### config.mk
export PLATFORM = sky130hd
export DESIGN_NAME = ex_hazard_ctrl
export DESIGN_NICKNAME = d
export VERILOG_FILES = /design/src/rtl/ex_hazard_pkg.sv /design/src/rtl/fwd_sel_unit.sv /design/src/rtl/ex_hazard_ctrl.sv
export SDC_FILE = /design/constraint.sdc
export NUM_CORES = 1
export LEC_CHECK = 0
export CORE_UTILIZATION = 43
export CTS_BUF_LIST = sky130_fd_sc_hd__clkbuf_4
export CTS_CLUSTER_SIZE = 14
export DETAILED_ROUTE_END_ITERATION = 8
export PLACE_DENSITY = 0.85
export SLEW_MARGIN = 20
export SYNTH_ARGS = -nofsm -noshare
export SYNTH_HDL_FRONTEND = slang
export SYNTH_SLANG_ARGS = --single-unit
### constraint.sdc
create_clock -name i_clk -period 2.4 [get_ports i_clk]
set_clock_uncertainty 0.1 [all_clocks]
set_input_delay 0.24 -clock i_clk [delete_from_list [all_inputs] [get_ports i_clk]]
set_output_delay 0.24 -clock i_clk [all_outputs]
set_load 0.05 [all_outputs]
### src/rtl/ex_hazard_pkg.sv
// -----------------------------------------------------------------------------
// ex_hazard_pkg
//   Shared definitions for the EX-stage hazard controller of the 16-bit
//   five-stage core: sequencer state encoding, forwarding select codes and the
//   default register-address width.
// -----------------------------------------------------------------------------
package ex_hazard_pkg;

   // 16 architectural registers, R0 hardwired to zero
   localparam int unsigned REG_AW = 4;

   // Sequencer state encoding
   typedef logic [1:0] state_t;
   localparam state_t ST_RUN    = 2'd0;
   localparam state_t ST_LDUSE  = 2'd1;
   localparam state_t ST_DRAIN  = 2'd2;
   localparam state_t ST_HALTED = 2'd3;

   // Operand forwarding select codes
   typedef logic [1:0] fwd_sel_t;
   localparam fwd_sel_t FWD_RF  = 2'd0;  // register file read data
   localparam fwd_sel_t FWD_EX  = 2'd1;  // EX/MEM result
   localparam fwd_sel_t FWD_MEM = 2'd2;  // MEM/WB result

endpackage

### src/rtl/fwd_sel_unit.sv
// -----------------------------------------------------------------------------
// fwd_sel_unit
//   Combinational forwarding match for a single EX operand. Compares the ID
//   source register against the EX and MEM destinations and picks the
//   youngest producer. Also reports the raw EX match so the controller can
//   detect load-use hazards without a second comparator.
//
// Ports
//   i_src       ID source register address
//   i_src_vld   source is actually read by the ID instruction
//   i_ex_rd     EX destination,  i_ex_we  EX writes it
//   i_mem_rd    MEM destination, i_mem_we MEM writes it
//   o_ex_hit    live source matches the EX destination
//   o_sel       FWD_RF / FWD_EX / FWD_MEM
// -----------------------------------------------------------------------------
module fwd_sel_unit
   import ex_hazard_pkg::*;
#(
   parameter int unsigned AW = 4
) (
   input  logic [AW-1:0] i_src,
   input  logic          i_src_vld,
   input  logic [AW-1:0] i_ex_rd,
   input  logic          i_ex_we,
   input  logic [AW-1:0] i_mem_rd,
   input  logic          i_mem_we,
   output logic          o_ex_hit,
   output logic [1:0]    o_sel
);

   logic w_src_live;
   logic w_mem_hit;

   // R0 reads are constant zero, so they never take a forwarded value
   assign w_src_live = i_src_vld && (i_src != '0);
   assign o_ex_hit   = w_src_live && i_ex_we  && (i_src == i_ex_rd);
   assign w_mem_hit  = w_src_live && i_mem_we && (i_src == i_mem_rd);

   // EX holds the younger result, so it wins over MEM
   always_comb begin
      o_sel = FWD_RF;
      if (o_ex_hit) begin
         o_sel = FWD_EX;
      end else if (w_mem_hit) begin
         o_sel = FWD_MEM;
      end
   end

endmodule

### src/rtl/ex_hazard_ctrl.sv
// -----------------------------------------------------------------------------
// ex_hazard_ctrl
//   Pipeline sequencer around the EX stage. Each cycle decides whether the
//   stages advance, stall or flush (load-use bubble, EX branch redirect,
//   memory-busy freeze, HLT drain) and registers the forwarding selects for
//   the two EX operand ports p0/p1 as the ID instruction moves into ID/EX.
//
//   Event priority, highest first: freeze > branch > load-use > HLT.
//
// Configuration
//   HAZARD_PERF_EN  when defined, adds o_stall_cnt / o_flush_cnt saturating
//                   counters of load-use stall cycles and branch flush cycles.
//
// Ports
//   i_clk, i_rst          clock, asynchronous active-high reset
//   i_id_rs / i_id_rt     ID source registers feeding p0 / p1 (+ _vld)
//   i_id_hlt              ID holds HLT
//   i_ex_rd/_we/_ld       EX destination, write enable, instruction is LW
//   i_mem_rd/_we          MEM destination, write enable
//   i_br_taken            EX resolved a taken branch/jump
//   i_mem_busy            data memory not ready
//   o_stall_if/o_stall_id hold PC+IF/ID, hold ID/EX source fields
//   o_bubble_ex           load NOP into ID/EX
//   o_flush_id            load NOP into IF/ID
//   o_freeze_all          hold every pipeline register
//   o_fwd_p0_sel/_p1_sel  registered forwarding selects
//   o_halted              core halted, sticky until reset
// -----------------------------------------------------------------------------
module ex_hazard_ctrl #(
   parameter int unsigned REG_AW    = ex_hazard_pkg::REG_AW,
   parameter int unsigned DRAIN_CYC = 3
) (
   input  logic              i_clk,
   input  logic              i_rst,
   input  logic [REG_AW-1:0] i_id_rs,
   input  logic [REG_AW-1:0] i_id_rt,
   input  logic              i_id_rs_vld,
   input  logic              i_id_rt_vld,
   input  logic              i_id_hlt,
   input  logic [REG_AW-1:0] i_ex_rd,
   input  logic              i_ex_we,
   input  logic              i_ex_ld,
   input  logic [REG_AW-1:0] i_mem_rd,
   input  logic              i_mem_we,
   input  logic              i_br_taken,
   input  logic              i_mem_busy,
   output logic              o_stall_if,
   output logic              o_stall_id,
   output logic              o_bubble_ex,
   output logic              o_flush_id,
   output logic              o_freeze_all,
   output logic [1:0]        o_fwd_p0_sel,
   output logic [1:0]        o_fwd_p1_sel,
   output logic              o_halted
`ifdef HAZARD_PERF_EN
   ,
   output logic [15:0]       o_stall_cnt,
   output logic [15:0]       o_flush_cnt
`endif
);

   import ex_hazard_pkg::*;

   // Drain counter only has to hold DRAIN_CYC-1
   localparam int unsigned CNT_W = (DRAIN_CYC > 2) ? $clog2(DRAIN_CYC) : 1;
   localparam logic [CNT_W-1:0] CNT_LOAD = CNT_W'(DRAIN_CYC - 1);

   state_t           r_state, w_state_d;
   logic [CNT_W-1:0] r_cnt, w_cnt_d;
   logic [1:0]       r_fwd_p0, r_fwd_p1;

   logic       w_ex_hit0, w_ex_hit1;
   logic [1:0] w_sel0, w_sel1;
   logic       w_in_run, w_in_lduse, w_in_drain, w_in_halt;
   logic       w_ldu_hit;
   logic       w_br_act, w_ldu_act, w_hlt_act;
   logic       w_adv;

   // ---------------------------------------------------------------------------
   // Operand match units
   // ---------------------------------------------------------------------------
   fwd_sel_unit #(
      .AW (REG_AW)
   ) u_fwd_p0 (
      .i_src     (i_id_rs),
      .i_src_vld (i_id_rs_vld),
      .i_ex_rd   (i_ex_rd),
      .i_ex_we   (i_ex_we),
      .i_mem_rd  (i_mem_rd),
      .i_mem_we  (i_mem_we),
      .o_ex_hit  (w_ex_hit0),
      .o_sel     (w_sel0)
   );

   fwd_sel_unit #(
      .AW (REG_AW)
   ) u_fwd_p1 (
      .i_src     (i_id_rt),
      .i_src_vld (i_id_rt_vld),
      .i_ex_rd   (i_ex_rd),
      .i_ex_we   (i_ex_we),
      .i_mem_rd  (i_mem_rd),
      .i_mem_we  (i_mem_we),
      .o_ex_hit  (w_ex_hit1),
      .o_sel     (w_sel1)
   );

   // ---------------------------------------------------------------------------
   // Event qualification
   // ---------------------------------------------------------------------------
   assign w_in_run   = (r_state == ST_RUN);
   assign w_in_lduse = (r_state == ST_LDUSE);
   assign w_in_drain = (r_state == ST_DRAIN);
   assign w_in_halt  = (r_state == ST_HALTED);

   // ex_hit already includes ex_we and excludes R0
   assign w_ldu_hit = i_ex_ld && (w_ex_hit0 || w_ex_hit1);

   // Once HLT has left ID the redirect is moot, so DRAIN/HALTED ignore branches
   assign w_br_act  = !i_mem_busy && i_br_taken && (w_in_run || w_in_lduse);
   // LDUSE is a fixed one-cycle state: the hazard is not re-evaluated there
   assign w_ldu_act = !i_mem_busy && !i_br_taken && w_in_run && w_ldu_hit;
   assign w_hlt_act = !i_mem_busy && !i_br_taken && w_in_run && !w_ldu_hit && i_id_hlt;

   // State and ID/EX-side registers move only on non-frozen, non-halted cycles
   assign w_adv = !i_mem_busy && !w_in_halt;

   // ---------------------------------------------------------------------------
   // Pipeline control outputs
   // ---------------------------------------------------------------------------
   always_comb begin
      o_stall_if   = 1'b0;
      o_stall_id   = 1'b0;
      o_bubble_ex  = 1'b0;
      o_flush_id   = 1'b0;
      o_freeze_all = 1'b0;
      if (i_rst) begin
         // all controls quiet while reset is applied
      end else if (w_in_halt) begin
         o_stall_if   = 1'b1;
         o_freeze_all = 1'b1;
      end else if (i_mem_busy) begin
         o_freeze_all = 1'b1;
      end else if (w_br_act) begin
         o_flush_id  = 1'b1;
         o_bubble_ex = 1'b1;
      end else if (w_ldu_act) begin
         o_stall_if  = 1'b1;
         o_stall_id  = 1'b1;
         o_bubble_ex = 1'b1;
      end else if (w_hlt_act || w_in_drain) begin
         // PC stays parked and IF/ID keeps feeding NOPs behind the HLT
         o_stall_if = 1'b1;
         o_flush_id = 1'b1;
      end
   end

   // ---------------------------------------------------------------------------
   // Sequencer
   // ---------------------------------------------------------------------------
   always_comb begin
      w_state_d = r_state;
      w_cnt_d   = r_cnt;
      if (w_adv) begin
         case (r_state)
            ST_RUN: begin
               if (w_ldu_act) begin
                  w_state_d = ST_LDUSE;
               end else if (w_hlt_act) begin
                  w_state_d = ST_DRAIN;
                  w_cnt_d   = CNT_LOAD;
               end
            end
            ST_LDUSE: begin
               w_state_d = ST_RUN;
            end
            ST_DRAIN: begin
               if (r_cnt == '0) begin
                  w_state_d = ST_HALTED;
               end else begin
                  w_cnt_d = r_cnt - CNT_W'(1);
               end
            end
            default: begin
               w_state_d = r_state;
            end
         endcase
      end
   end

   always_ff @(posedge i_clk or posedge i_rst) begin
      if (i_rst) begin
         r_state <= ST_RUN;
         r_cnt   <= '0;
      end else begin
         r_state <= w_state_d;
         r_cnt   <= w_cnt_d;
      end
   end

   // ---------------------------------------------------------------------------
   // Forwarding select registers (travel with the instruction into ID/EX)
   // ---------------------------------------------------------------------------
   always_ff @(posedge i_clk or posedge i_rst) begin
      if (i_rst) begin
         r_fwd_p0 <= FWD_RF;
         r_fwd_p1 <= FWD_RF;
      end else if (w_adv) begin
         if (o_bubble_ex) begin
            r_fwd_p0 <= FWD_RF;
            r_fwd_p1 <= FWD_RF;
         end else if (!o_stall_id) begin
            r_fwd_p0 <= w_sel0;
            r_fwd_p1 <= w_sel1;
         end
      end
   end

   assign o_fwd_p0_sel = r_fwd_p0;
   assign o_fwd_p1_sel = r_fwd_p1;
   assign o_halted     = w_in_halt;

   // ---------------------------------------------------------------------------
   // Optional performance counters
   // ---------------------------------------------------------------------------
`ifdef HAZARD_PERF_EN
   logic [15:0] r_stall_cnt;
   logic [15:0] r_flush_cnt;

   // Events cannot occur in HALTED, so the counters hold there naturally
   always_ff @(posedge i_clk or posedge i_rst) begin
      if (i_rst) begin
         r_stall_cnt <= '0;
         r_flush_cnt <= '0;
      end else begin
         if (w_ldu_act && (r_stall_cnt != 16'hFFFF)) begin
            r_stall_cnt <= r_stall_cnt + 16'd1;
         end
         if (w_br_act && (r_flush_cnt != 16'hFFFF)) begin
            r_flush_cnt <= r_flush_cnt + 16'd1;
         end
      end
   end

   assign o_stall_cnt = r_stall_cnt;
   assign o_flush_cnt = r_flush_cnt;
`else
   // Counters not built; control behaviour is unchanged
`endif

endmodule

==> results.yml, run 1 <==
power_and_ir_drop:
  p_sw_share_pct: 46.2
  p_leak_nw: 0.648
  ir_drop_mv: 0.538
  power_switching_mw: 0.425
  p_comb_share_pct: 68.1
  p_int_mw: 0.494
  pwr-share-seq_pct: 20.8
  pwr-share-clk_pct: 11.1
  power_density_nw_per_um2: 637
clocking:
  clock-sinks: 8
  clock_latency_ns: 0.25
  clock_path_buffers: 2
  cts_buffers: 3
  cts_max_level: 1
  root_buffer: "clkbuf_4"
  cts.reportedPaths.clkPinSlew_ns: 0.05
  cts_tree: "yes"
routing:
  via_per_inst: 5.46
  wl_per_cell_um: 15.2
  drc: 0
  first_pass_iters: 6
  postRouteAntennaNets: 0
  first_iter_violations: 23
  vias: 983
  wirelength_um: 2730
timing:
  clock.fmax_mhz: 433
  final-setup-viol-count: 0
  setup_slack_ns: 0.0896
  drv_slew: 0
  tightest_slew_ns: 0.495
  slew_headroom_pct: 66.9
  setup_tns_ns: 0
  fin_crit_sh_pct: 96.3
  period_needed_ns: 2.31
  finalHoldViolCount: 0
global_routing:
  grt_pass1_vias: 910
  grt_util_all_layers_pct: 27.5
  use_met1_pct: 34.7
  grt_max_degree: 10
  gr-total-overflow: 0
  grt_pass1_wl_um: 4110
  antenna_found_initial: 0
  grt_use_met3_pct: 4.37
  grtUsageMet2_pct: 48.3
  busiest_layer: "met2"
synth:
  yosysMostFrequentCell: "xnor2_1"
  ys_ff_latch: 8
  yosys-mux-area-fraction_pct: 2.58
  synth.top_cell.area_share_pct: 24.3
  synth.yosys.seq_area_share_pct: 24.3
  synth_compound_area_share_pct: 19.0
  netlist_area_um2: 823
  synth_fa_ha_area_share_pct: 9.12
  synth_xor_area_share_pct: 17.0
  synth-edff-count: 0
  synth_common_cells: "16 x xnor2_1, 15 x nand2_1, 8 x dfrtp_1"
  synthArstFlopShare_pct: 100
  syn_nets: 134
  synth_top_family_by_area: "simple AND/OR/NAND/NOR gates"
  yosys_warnings: 0
  synth_area_leaders: "dfrtp_1 24%, xnor2_1 17%, ha_1 9.1%"
  synth_cell_types: 28
  synth_flop_cell: "dfrtp_1"
  synth.avg_cell_area_um2: 8.07
  synth_top_area_cell: "dfrtp_1"
  synth_cells: 102
  yosys.area_share.simple_pct: 23.7
final_layout:
  fin_util_pct: 81.8
  stdcell_area_um2: 1440
  layout-drive-gt1-share_pct: 22.6
  multi_input_area_um2: 639
  n_fill_cell: 115
  final_nets: 189
  syn2layout_area_growth_pct: 75.2
  seq_area_um2: 200
  num_antenna_cells: 0
  final_cells: 180
die:
  start_util_pct: 46.7
  rows: 15
  fp.coreArea_um2: 1760
  io_pins: 36
  die_h_um: 45.8
  die_width_um: 45.8
  dieArea_um2: 2090
critical_path:
  crit_arrival_ns: 1.97
  slowest_delay_ns: 0.47
  critical_path_class: "input port to output pin"
  cp_cell_sequence: "clkdlybuf4s50_1, o41ai_2, buf_4, nor3_4, o2111ai_4, buf_6, a211oi_4, buf_12"
  startpoint_type: "input port"
  crit_fanout: 4
  crit_slowest_cell: "clkdlybuf4s50_1"
  cp_data_required_time_ns: 2.06
  cp-end-kind: "output pin"
hold_path:
  hold_class: "register to register"
placement:
  place_area_um2: 1350
  hpwlAfterDp_um: 2020
  placedCellCount: 175
  globalplace.congestion: 0.971
  numPortBuffers: 35
  dpl_worst_slack_ns: -0.121
status:
  outcome: "finished clean"
flow_run:
  max-cap-violations: 0
-- registers in the layout, indices dropped and copies added (netlist names) --
signal and count:
o_fwd_p1_sel 2, o_fwd_p0_sel 2, r_cnt 2, r_state 2
-- final timing paths --
check	start	end	slack, ns	cells past startpoint
worst min register to register	o_fwd_p1_sel[0]	o_fwd_p1_sel[0]	0.37	2
worst max register to register	r_state[1]	r_state[0]	0.43	6
min in group asynchronous	i_rst	r_state[0]	0.46	3
max in group asynchronous	i_rst	o_fwd_p0_sel[0]	1.60	3
worst max-delay path	i_id_rs_vld	o_bubble_ex	0.09	8
worst min-delay path	o_fwd_p1_sel[0]	o_fwd_p1_sel[0]	0.37	2
-- layout make-up --
type | instances | share of cell area, %
clock buffers | 3 | 1.56
multi-input cells | 85 | 44.3
repair buffers | 52 | 36.3
flip-flops and latches | 8 | 13.9
inverters | 7 | 1.82
well taps | 25 | 2.17
-- what timing repair did --
action,CTS,global route
hold buffers,0,0
setup endpoints to repair,3,3
gates cloned,0,0
pin swaps,2,8
gates resized for setup,14,8
setup buffers,1,1
endpoints found under the hold margin,0,0
-- power groups by stage --
| stage | logic, mW | clock network [mW] | registers [mW] |
|---|---|---|---|
| after global placement | 0.565 | 0 | 0.193 |
| after global routing | 0.673 | 0.111 | 0.197 |
| after CTS | 0.600 | 0.102 | 0.191 |
| final | 0.626 | 0.102 | 0.191 |
| after floorplan | 0.360 | 0 | 0.196 |
| after detailed placement | 0.589 | 0 | 0.192 |
-- routing by layer --
layer | wire [um] | share of wire [%]
met2 | 1330 | 49
met1 | 1190 | 44
met3 | 128 | 4.7
met5 | 0 | 0
met4 | 79 | 2.9
-- cells in the final DEF, fill, tap and decap left out, types with 3 or more instances in the layout --
master           netlist  routed
buf_4                  0      16
nand3_1                5       5
clkdlybuf4s50_1        0      18
dlygate4sd2_1          0       8
a21oi_1                6       5
buf_12                 0       4
dfrtp_1                8       8
xnor2_1               16      16
inv_1                  7       7
ha_1                   6       5
clkbuf_4               0       3
nor2_1                 6       6
nand2_1               15      15
nor3_1                 5       4
nand4_1                3       3
dlymetal6s2s_1         0       4
o21ai_0                3       3
-- worst max-delay path: cells and delay by family --
kind | cells | cell delay, ns
buffers and inverters | 4 | 0.96
AOI/OAI and AO/OA | 3 | 0.52
and+or+nand+nor | 1 | 0.24
-- cells by family after synthesis --
group / after synthesis
flip-flops: 8
AO/OA/AOI/OAI: 21
multiplexers: 2
adder cells (fa/ha/maj): 6
buffers and inverters: 9
XOR/XNOR: 16
AND/OR/NAND/NOR: 40
-- per-stage QoR --
stage	hold WS, ns	power, mW
6_report	0.368	0.919
5_1_grt	0.390	0.980
4_1_cts	0.373	0.893
3_5_place_dp	0.355	0.782
3_3_place_gp	0.351	0.758
2_1_floorplan	-0.0386	0.556
Note: power is estimated with default switching activity, not from simulation.
==> run 2, diff against run 1 <==
--- a/config.mk
+++ b/config.mk
@@ -9,6 +9,7 @@
 export CTS_BUF_LIST = sky130_fd_sc_hd__clkbuf_4
 export CTS_CLUSTER_SIZE = 14
 export DETAILED_ROUTE_END_ITERATION = 8
+export HOLD_SLACK_MARGIN = 0.06
 export PLACE_DENSITY = 0.85
 export SLEW_MARGIN = 20
 export SYNTH_ARGS = -nofsm -noshare
==> results of run 2 <==
Same layout as run 1: the final DEF is identical, and so are final timing and power.
